`src/rtl/alu_pkg.sv`:
```
// Shared ALU datapath constants: operation encoding and default operand/lookahead widths.
package alu_pkg;

  localparam logic OP_ADD = 1'b0;
  localparam logic OP_SUB = 1'b1;

  localparam int WORD_WIDTH = 32;
  localparam int CLA_BLOCK  = 8;

endpackage

```
`src/rtl/cla_block.sv`:
```
// Combinational BLOCK-bit carry-lookahead unit: every internal carry is a flat
// sum-of-products of g/p terms and cin rather than a ripple chain.
module cla_block #(
  parameter int BLOCK = 8
) (
  input  logic [BLOCK-1:0] a,
  input  logic [BLOCK-1:0] b,
  input  logic             cin,
  output logic [BLOCK-1:0] sum,
  output logic             cout,
  output logic             c_msb,
  output logic             G,
  output logic             P
);

  logic [BLOCK-1:0] g;
  logic [BLOCK-1:0] p;
  logic [BLOCK:0]   c;
  logic             term;
  logic             grp_gen;

  assign g = a & b;
  assign p = a | b;

  // c[i] = (cin & p[0..i-1]) | OR_j (g[j] & p[j+1..i-1])
  always_comb begin
    c       = '0;
    term    = 1'b0;
    grp_gen = 1'b0;
    for (int i = 0; i <= BLOCK; i++) begin
      term = cin;
      for (int j = 0; j < i; j++) term = term & p[j];
      c[i] = term;
      for (int j = 0; j < i; j++) begin
        term = g[j];
        for (int k = j + 1; k < i; k++) term = term & p[k];
        c[i] = c[i] | term;
      end
    end
    for (int j = 0; j < BLOCK; j++) begin
      term = g[j];
      for (int k = j + 1; k < BLOCK; k++) term = term & p[k];
      grp_gen = grp_gen | term;
    end
  end

  assign sum   = a ^ b ^ c[BLOCK-1:0];
  assign cout  = c[BLOCK];
  assign c_msb = c[BLOCK-1];
  assign G     = grp_gen;
  assign P     = &p;

endmodule

```
`src/rtl/pipelined_cla_addsub.sv`:
```
// Pipelined adder/subtractor resolving one BLOCK-bit lookahead chunk per stage.
// Each stage's x register carries operand A with the finished chunks already replaced by sum bits.
module pipelined_cla_addsub
  import alu_pkg::*;
#(
  parameter int WIDTH = WORD_WIDTH,
  parameter int BLOCK = CLA_BLOCK
) (
  input  logic             clock,
  input  logic             reset_n,
  input  logic             in_valid,
  output logic             in_ready,
  input  logic [WIDTH-1:0] in_a,
  input  logic [WIDTH-1:0] in_b,
  input  logic             in_sub,
  input  logic             in_cin,
  output logic             out_valid,
  input  logic             out_ready,
  output logic [WIDTH-1:0] out_sum,
  output logic             out_cout,
  output logic             out_ovf,
  output logic             out_zero
);

  localparam int STAGES = WIDTH / BLOCK;

  logic             stall;
  logic [WIDTH-1:0] b_eff;
  logic             c0;

  logic             vld_p [STAGES];
  logic [WIDTH-1:0] x_p   [STAGES];
  logic [WIDTH-1:0] b_p   [STAGES];
  logic             c_p   [STAGES];
  logic             ovf_p;
  logic             zero_p;

  logic             vld_in     [STAGES];
  logic [WIDTH-1:0] x_in       [STAGES];
  logic [WIDTH-1:0] b_in       [STAGES];
  logic             c_in       [STAGES];
  logic [WIDTH-1:0] x_next     [STAGES];
  logic [BLOCK-1:0] chunk_sum  [STAGES];
  logic             chunk_cout [STAGES];
  logic             chunk_cmsb [STAGES];
  logic             unused_g   [STAGES];
  logic             unused_p   [STAGES];

  assign stall    = out_valid && !out_ready;
  assign in_ready = !stall;

  assign b_eff = (in_sub == OP_SUB) ? ~in_b : in_b;
  assign c0    = (in_sub == OP_SUB) ? 1'b1 : in_cin;

  for (genvar k = 0; k < STAGES; k++) begin : g_stage
    localparam logic [WIDTH-1:0] MASK = WIDTH'({BLOCK{1'b1}}) << (k * BLOCK);

    if (k == 0) begin : g_first
      assign vld_in[k] = in_valid;
      assign x_in[k]   = in_a;
      assign b_in[k]   = b_eff;
      assign c_in[k]   = c0;
    end else begin : g_next
      assign vld_in[k] = vld_p[k-1];
      assign x_in[k]   = x_p[k-1];
      assign b_in[k]   = b_p[k-1];
      assign c_in[k]   = c_p[k-1];
    end

    cla_block #(.BLOCK(BLOCK)) u_cla (
      .a     (x_in[k][k*BLOCK +: BLOCK]),
      .b     (b_in[k][k*BLOCK +: BLOCK]),
      .cin   (c_in[k]),
      .sum   (chunk_sum[k]),
      .cout  (chunk_cout[k]),
      .c_msb (chunk_cmsb[k]),
      .G     (unused_g[k]),
      .P     (unused_p[k])
    );

    assign x_next[k] = (x_in[k] & ~MASK) | (WIDTH'(chunk_sum[k]) << (k * BLOCK));
  end

  // Stage registers: the whole pipeline advances together unless the output is stalled.
  always_ff @(posedge clock or negedge reset_n) begin
    if (!reset_n) begin
      for (int k = 0; k < STAGES; k++) begin
        vld_p[k] <= 1'b0;
        x_p[k]   <= '0;
        b_p[k]   <= '0;
        c_p[k]   <= 1'b0;
      end
      ovf_p  <= 1'b0;
      zero_p <= 1'b0;
    end else if (!stall) begin
      for (int k = 0; k < STAGES; k++) begin
        vld_p[k] <= vld_in[k];
        x_p[k]   <= x_next[k];
        b_p[k]   <= b_in[k];
        c_p[k]   <= chunk_cout[k];
      end
      ovf_p  <= chunk_cmsb[STAGES-1] ^ chunk_cout[STAGES-1];
      zero_p <= (x_next[STAGES-1] == '0);
    end
  end

  assign out_valid = vld_p[STAGES-1];
  assign out_sum   = x_p[STAGES-1];
  assign out_cout  = c_p[STAGES-1];
  assign out_ovf   = ovf_p;
  assign out_zero  = zero_p;

endmodule
```
`config.mk`:
```
export PLATFORM = sky130hd
export DESIGN_NAME = pipelined_cla_addsub
export DESIGN_NICKNAME = d
export VERILOG_FILES = /design/src/rtl/alu_pkg.sv /design/src/rtl/cla_block.sv /design/src/rtl/pipelined_cla_addsub.sv
export SDC_FILE = /design/constraint.sdc
export NUM_CORES = 1
export LEC_CHECK = 0
export ABC_AREA = 0
export ABC_CLOCK_PERIOD_IN_PS = 2100
export BUFFER_PORTS_ARGS = -buffer_cell sky130_fd_sc_hd__buf_2
export CAP_MARGIN = 40
export CORE_UTILIZATION = 35
export CTS_CLUSTER_DIAMETER = 30
export DETAILED_ROUTE_END_ITERATION = 12
export REMOVE_ABC_BUFFERS = 1
export SYNTH_ARGS = -nofsm -noshare
export SYNTH_HDL_FRONTEND = slang
export SYNTH_SLANG_ARGS = --single-unit
```
`constraint.sdc`:
```
create_clock -name clock -period 2.1 [get_ports clock]
set_input_delay 0.105 -clock clock [delete_from_list [all_inputs] [get_ports clock]]
set_output_delay 0.105 -clock clock [all_outputs]
set_load 0.1 [all_outputs]
```
==> key figures, run 1 <==
Pwr
  • Final total power: roughly 17 mW
  • Max IR drop VDD: around 1.2 mV
  • P per Cell Area: between 1500 and 2000 mW/mm^2
  • Pleak: approximately 5.6 nW

STA
  • Final period utilization: 0.938
  • Actual slew at the worst max-slew pin: 0.517 ns
  • Fmax: between 500 and 600 MHz
  • Slew Viols, Final: 0
  • Minimum clock period: 1.97 ns
  • Relative slew slack: 0.658
  • Final setup margin: roughly 0.13 ns
  • Setup TNS: 0 ns
  • Unrepaired setup endpoints after global routing: false
  • Final hold violations: 0
  • Skew final: ~0.0063 ns
  • Setup Viol. Count Final: 0

Clock network
  • Clk slew on worst S/H paths: around 0.070 ns
  • Skew-Pair Late Insertion Delay: roughly 0.42 ns
  • Num CTS Buffers: 17
  • Num Clock Sinks: 186
  • Root Driver: clkbuf_16
  • CTS tree: done
  • Longest Clk Path Bufs: 2
  • CTS H-tree lvls: 4
  • Post-CTS Setup Inserts: 0

Global route
  • Tot GR Track Use: 0.148
  • Largest net degree at the start of global routing: between 80 and 90
  • First-pass GRT wire length: 30,900 microns
  • Antenna violations before repair: 0
  • Vias in the first global route: 6,487
  • Total grt overflow: 0

Final layout
  • P&R area growth vs syn: 24.0%
  • Layout cells sized above 1: 0.142
  • Final Non-Filler Cells: 1,464
  • Design Area, Final: 0.0110 sq mm
  • Commonest non-fill, non-tap cell in the layout: nand2_1
  • Most frequent cells in the layout: 334 x nand2_1, 186 x dfrtp_1, 105 x buf_2
  • Fillers: 2,454
  • Nets@finish: around 1.3k
  • ANT cells: 0

Synth
  • Top-area cell type share of the netlist area: 0.524
  • Synth async-reset ratio: 1.00
  • Synth top area cells: dfrtp_1 52%, nand2_1 14%, ha_1 9.0%, o21ai_0 4.5%, inv_1 3.5%
  • Warnings from Yosys: 0
  • Yosys reg bits: around 190
  • Post-synth top area cell: dfrtp_1
  • Primary FF master, synth: dfrtp_1
  • Cell area after synthesis: ~0.009 sq mm
  • Post-synth EDFFs: 0
  • Sequential area share after synthesis: 0.524
  • Mean Syn Cell Area: between 9 and 10 sq um
  • Mapped Cells: 981
  • Synth cell types: 37

Detailed routing
  • Routed wire per std cell: between 10 and 15 microns
  • WL final: between 15,000 and 20,000 microns
  • Routed via count: about 6.5k
  • DRT Pass-1 Iters: 4
  • ANT nets after route: 0
  • Drt via density: 4.45
  • Initial DRC Count: 314
  • DR DRC count: 0

Critical path
  • Worst setup EP type: register
  • Reg2reg path depth: 8
  • FF-to-FF End: out_ovf
  • Worst R2R Setup Slack: approximately 0.13 ns
  • Req. time, crit path: ~2.5 ns
  • CP startpoint kind: register
  • Setup CP Type: register to register
  • RR Startpoint: b_in[26]
  • Critical path arrival: 2.32 ns
  • Crit-path max FO: 4

Placement
  • Dpl cells: about 1.4k
  • Dpl cell area: 0.00989 sq mm
  • Pre-CTS setup slack: approximately 0.073 ns
  • Gpl congestion: between 0.7 and 0.8
  • Port bufs: between 100 and 150
  • Post-DP HPWL: approximately 12,000 microns

Run
  • Max cap viols: 0

Worst hold path
  • Hold depth: 4
  • Worst Hold End: c_in[2]
  • Hold path start: in_a[7]
  • HP Class: primary input to register

Die
  • CORE AREA: between 0.02 and 0.025 sq mm
  • Chip Height: approximately 160 microns
  • Die W: about 160 microns
  • Die footprint: ~0.026 sq mm
  • I/O pin total: between 100 and 150
  • Initial Utilization: 0.361
  • Rows: 57

Status
  • Status: finished, final reports clean
## power by group
group	switching [mW]	leakage, nW	internal (mW)
sequential	0.967	2.23	5.19
combinational	5.58	3.07	2.41
clock	1.47	0.283	1.78
## sequential cells by signal, indices dropped and copies added, names as in the netlist
| signal | count |
|---|---|
| out_valid | 1 |
| out_zero | 1 |
| out_sum | 32 |
| b_in | 48 |
| out_ovf | 1 |
| c_in | 3 |
| out_cout | 1 |
| x_in | 96 |
| vld_in | 3 |
## worst max-delay path by stage
stage / startpoint / end / slack, ns / cells after the start
after global routing: c_in[0] / out_zero / 0.02 / 6
after detailed placement: b_in[24] / out_zero / 0.07 / 6
after floorplan: out_valid / out_zero / -10.59 / 6
after CTS: b_in[24] / out_zero / 0.02 / 6
after global placement: b_in[24] / out_zero / 0.12 / 6
final: b_in[26] / out_ovf / 0.13 / 8
## logic make-up (layout without fill, tap and decap cells)
group	count (synthesis)	in the layout	synth area share
flops	186	186	0.524
xor+xnor	56	56	0.0552
buf+inv	127	286	0.0539
fa+ha+maj	68	68	0.0991
simple gates	400	400	0.177
compound gates	144	144	0.0904
## Yosys cell counts, drive strengths merged (2+ instances only)
cell type  instances
a211oi             3
a21oi             36
buf                4
clkbuf            40
dfrtp            186
fa                 4
ha                64
inv               82
nand2            334
nand2b             8
nand3              2
nor2              32
nor2b              3
nor3              10
nor4               5
o21a               6
o21ai             79
o21bai             5
o22ai              2
o31ai              7
xnor2             30
xor2              26
## worst max-delay path, stage by stage (launching register included)
cell and delay [ns]:
dfrtp_1 0.35, inv_1 0.06, ha_1 0.24, or2_0 0.24, a211oi_2 0.15, o22ai_1 0.14, o21ba_1 0.23, or3b_1 0.35
a21oi_1 0.13
## stage by stage
stage | hold slack, ns | util
2_1_floorplan | -0.191 | -
3_3_place_gp | 0.124 | 0.402
3_5_place_dp | 0.123 | 0.402
4_1_cts | 0.0972 | 0.446
5_1_grt | 0.108 | 0.448
6_report | 0.119 | 0.448
## area by class of cell
class / count / area [sq um] / share of cell area
tap: 324 / 405 / 0.0368
sequential: 186 / 4650 / 0.423
multi-input combinational: 668 / 3790 / 0.344
timing repair buffer: 171 / 1250 / 0.114
clock buffer: 17 / 425 / 0.0386
clock inverter: 15 / 165 / 0.0150
inverter: 83 / 317 / 0.0287
## per-layer routing
metal / GRT usage / share of wire
met2: 0.245 / 0.47
met5: 0 / 0
met1: 0.196 / 0.49
met3: 0.0334 / 0.033
met4: 0.0369 / 0.0085
## timing repair
item | 4_1_cts | 5_1_grt
hold buffers | 50 | 0
setup endpoints to repair | 0 | 4
hold endpoints to repair | 102 | 0
gates resized for setup | 0 | 8
Note: power is estimated with default switching activity, not from simulation.
==> run 2, diff against run 1 <==
CORE_UTILIZATION = 58   (was 35)
PLACE_DENSITY = 0.8   (was not set)
==> key figures, run 2 (synthesized netlist as in run 1, its figures left out) <==
Status
  • Status: finished, final reports clean

Clock network
  • Num CTS Buffers: 17 (unchanged)
  • Skew-Pair Late Insertion Delay: 0.42 ns (about the same)
  • CTS tree: done
  • CTS H-tree lvls: 4 (unchanged)
  • Longest Clk Path Bufs: 2 (unchanged)
  • Clk slew on worst S/H paths: 0.07 ns (about the same)
  • Root Driver: clkbuf_16
  • Num Clock Sinks: 186 (unchanged)

Final layout
  • Layout cells sized above 1: 0.144 (+0.00213)
  • Most frequent cells in the layout: 334 x nand2_1, 186 x dfrtp_1, 104 x buf_2
  • Number of flip-flops in the largest register: 96 (unchanged)
  • ANT cells: 0 (unchanged)
  • P&R area growth vs syn: 21.4%
  • Fillers: 1,116 (-55%)
  • Nets@finish: 1,262 (-0.24%)
  • Commonest non-fill, non-tap cell in the layout: nand2_1
  • Final Non-Filler Cells: 1,321 (-9.8%)

Critical path
  • Critical path arrival: 2.41 ns (+0.09 ns)
  • Worst R2R Setup Slack: 0.05 ns (-0.08 ns)
  • Crit path capture: out_zero
  • Reg2reg path depth: 7 (-1)
  • Worst setup EP type: register
  • Crit-path max FO: 3 (-1)
  • FF-to-FF End: out_zero
  • RR Startpoint: b_in[24]
  • Worst setup startpoint: b_in[24]
  • Req. time, crit path: 2.47 ns (+0.02 ns)
  • CP startpoint kind: register
  • Setup CP Type: register to register

STA
  • Unrepaired setup endpoints after global routing: false
  • Setup Viol. Count Final: 0 (unchanged)
  • Fmax: 489 MHz (-3.7%)
  • Final setup margin: 0.0544 ns (-0.0756 ns)
  • Skew final: 0.00827 ns (+0.00200 ns)
  • Slew Viols, Final: 0 (unchanged)
  • Relative slew slack: 0.608 (-0.0501)
  • Minimum clock period: 2.05 ns (+0.0756 ns)
  • Final hold violations: 0 (unchanged)
  • Actual slew at the worst max-slew pin: 0.588 ns (+0.0715 ns)
  • Final period utilization: 0.974 (+0.0360)

Global route
  • Largest net degree at the start of global routing: 149 (+84%)
  • Tot GR Track Use: 0.240 (+0.0924)
  • Vias in the first global route: 6,698 (+3.3%)
  • First-pass GRT wire length: 30,500 microns (-1.3%)
  • Antenna violations before repair: 0 (unchanged)
  • Total grt overflow: 0 (unchanged)

Detailed routing
  • WL final: 17,700 microns (-2.2%)
  • Initial DRC Count: 444 (+41%)
  • Routed via count: 6,747 (+3.5%)
  • Drt via density: 5.11 (+15%)
  • DRT Pass-1 Iters: 5 (+1)
  • Routed wire per std cell: 13.4 microns (+8.4%)
  • ANT nets after route: 0 (unchanged)
  • DR DRC count: 0 (unchanged)

Placement
  • Port bufs: 106 (unchanged)
  • Post-DP HPWL: 11,200 microns (-8.6%)
  • Pre-CTS setup slack: 0.0376 ns (-0.0359 ns)
  • Gpl congestion: 0.841 (+9.2%)
  • Dpl cells: 1,240 (-10%)

Die
  • CORE AREA: 0.0148 sq mm (-40%)
  • I/O pin total: 107 (unchanged)
  • Die W: 126 microns (-22%)
  • Initial Utilization: 0.602 (+0.241)
  • Rows: 44 (-23%)
  • Die footprint: 0.0158 sq mm (-39%)
  • Chip Height: 126 microns (-22%)

Worst hold path
  • Hold depth: 3 (-1)
  • HP Class: primary input to register

Pwr
  • P per Cell Area: 1620 mW/mm^2 (+2.5%)
  • Max IR drop VDD: 1.00 mV (-14%)
  • Pleak: 5.56 nW (-0.48%)

Run
  • Max cap viols: 0 (unchanged)
## run 2: cell types whose count changed in the layout (fill, tap and decap cells not counted), moves of 2 or more
cell,change
ha_1,-2
buf_12,-3
inv_6,-5
dlygate4sd3_1,-3
clkinvlp_4,+2
ha_2,+2
buf_4,+4
clkbuf_8,+4
## run 2: cell type report
type / count / area [sq um] / area share
inverters: 83 / 317 / 0.0293
clock inverters: 10 / 116 / 0.0108
clock buffers: 22 / 484 / 0.0449
repair buffers: 168 / 1190 / 0.110
multi-input cells: 668 / 3800 / 0.352
flip-flops and latches: 186 / 4650 / 0.431
well taps: 184 / 230 / 0.0213
## run 2: worst min-delay path by stage
| stage | start | endpoint | slack (ns) |
|---|---|---|---|
| final | in_b[16] | b_in[80] | 0.01 |
| after global routing | in_b[16] | b_in[80] | 0.01 |
| after CTS | in_b[16] | b_in[80] | 0.0004 |
| after detailed placement | reset_n | b_in[92] | 0.15 |
| after global placement | reset_n | b_in[92] | 0.15 |
| after floorplan | reset_n | b_in[24] | -0.19 |
## run 2: worst max-delay path: stages, from the launching register on
cell and delay [ns]:
dfrtp_1 0.40, buf_4 0.15, fa_1 0.50, nor4_1 0.22, nand3_1 0.14, nor3_2 0.20
and4_1 0.22, a41o_1 0.17
## run 2: timing repair
item / in CTS / in global routing
endpoints found under the setup margin: 0 / 4
buffers inserted: 0 / 2
hold buffers: 47 / 0
gates resized for setup: 0 / 11
hold endpoints to repair: 108 / 0
## run 2: per-layer routing
| layer | share of wire | GRT usage | vias up |
|---|---|---|---|
| met4 | 0.013 | 0.0730 | 0 |
| met3 | 0.031 | 0.0442 | 20 |
| li1 | - | - | 3363 |
| met5 | 0 | 0 | - |
| met1 | 0.45 | 0.314 | 3239 |
| met2 | 0.51 | 0.411 | 125 |
## run 2: through the flow
step | total power [mW] | hold slack [ns] | util | area, sq um | setup TNS, ns
floorplan | 12.4 | -0.191 | - | 8720 | -1738.45
global placement | 13.8 | 0.148 | 0.655 | 9660 | 0
detailed placement | 14.0 | 0.148 | 0.655 | 9660 | 0
CTS | 17.4 | 0.000407 | 0.727 | 10700 | 0
global route | 18.7 | 0.0122 | 0.731 | 10800 | 0
finish | 17.5 | 0.0108 | 0.731 | 10800 | 0
## run 2: power by group
| group | internal [mW] | switching [mW] | total (mW) |
|---|---|---|---|
| Clock | 1.88 | 1.33 | 3.21 |
| Combinational | 2.42 | 5.66 | 8.09 |
| Sequential | 5.20 | 0.981 | 6.18 |
| Total | 9.50 | 7.98 | 17.5 |
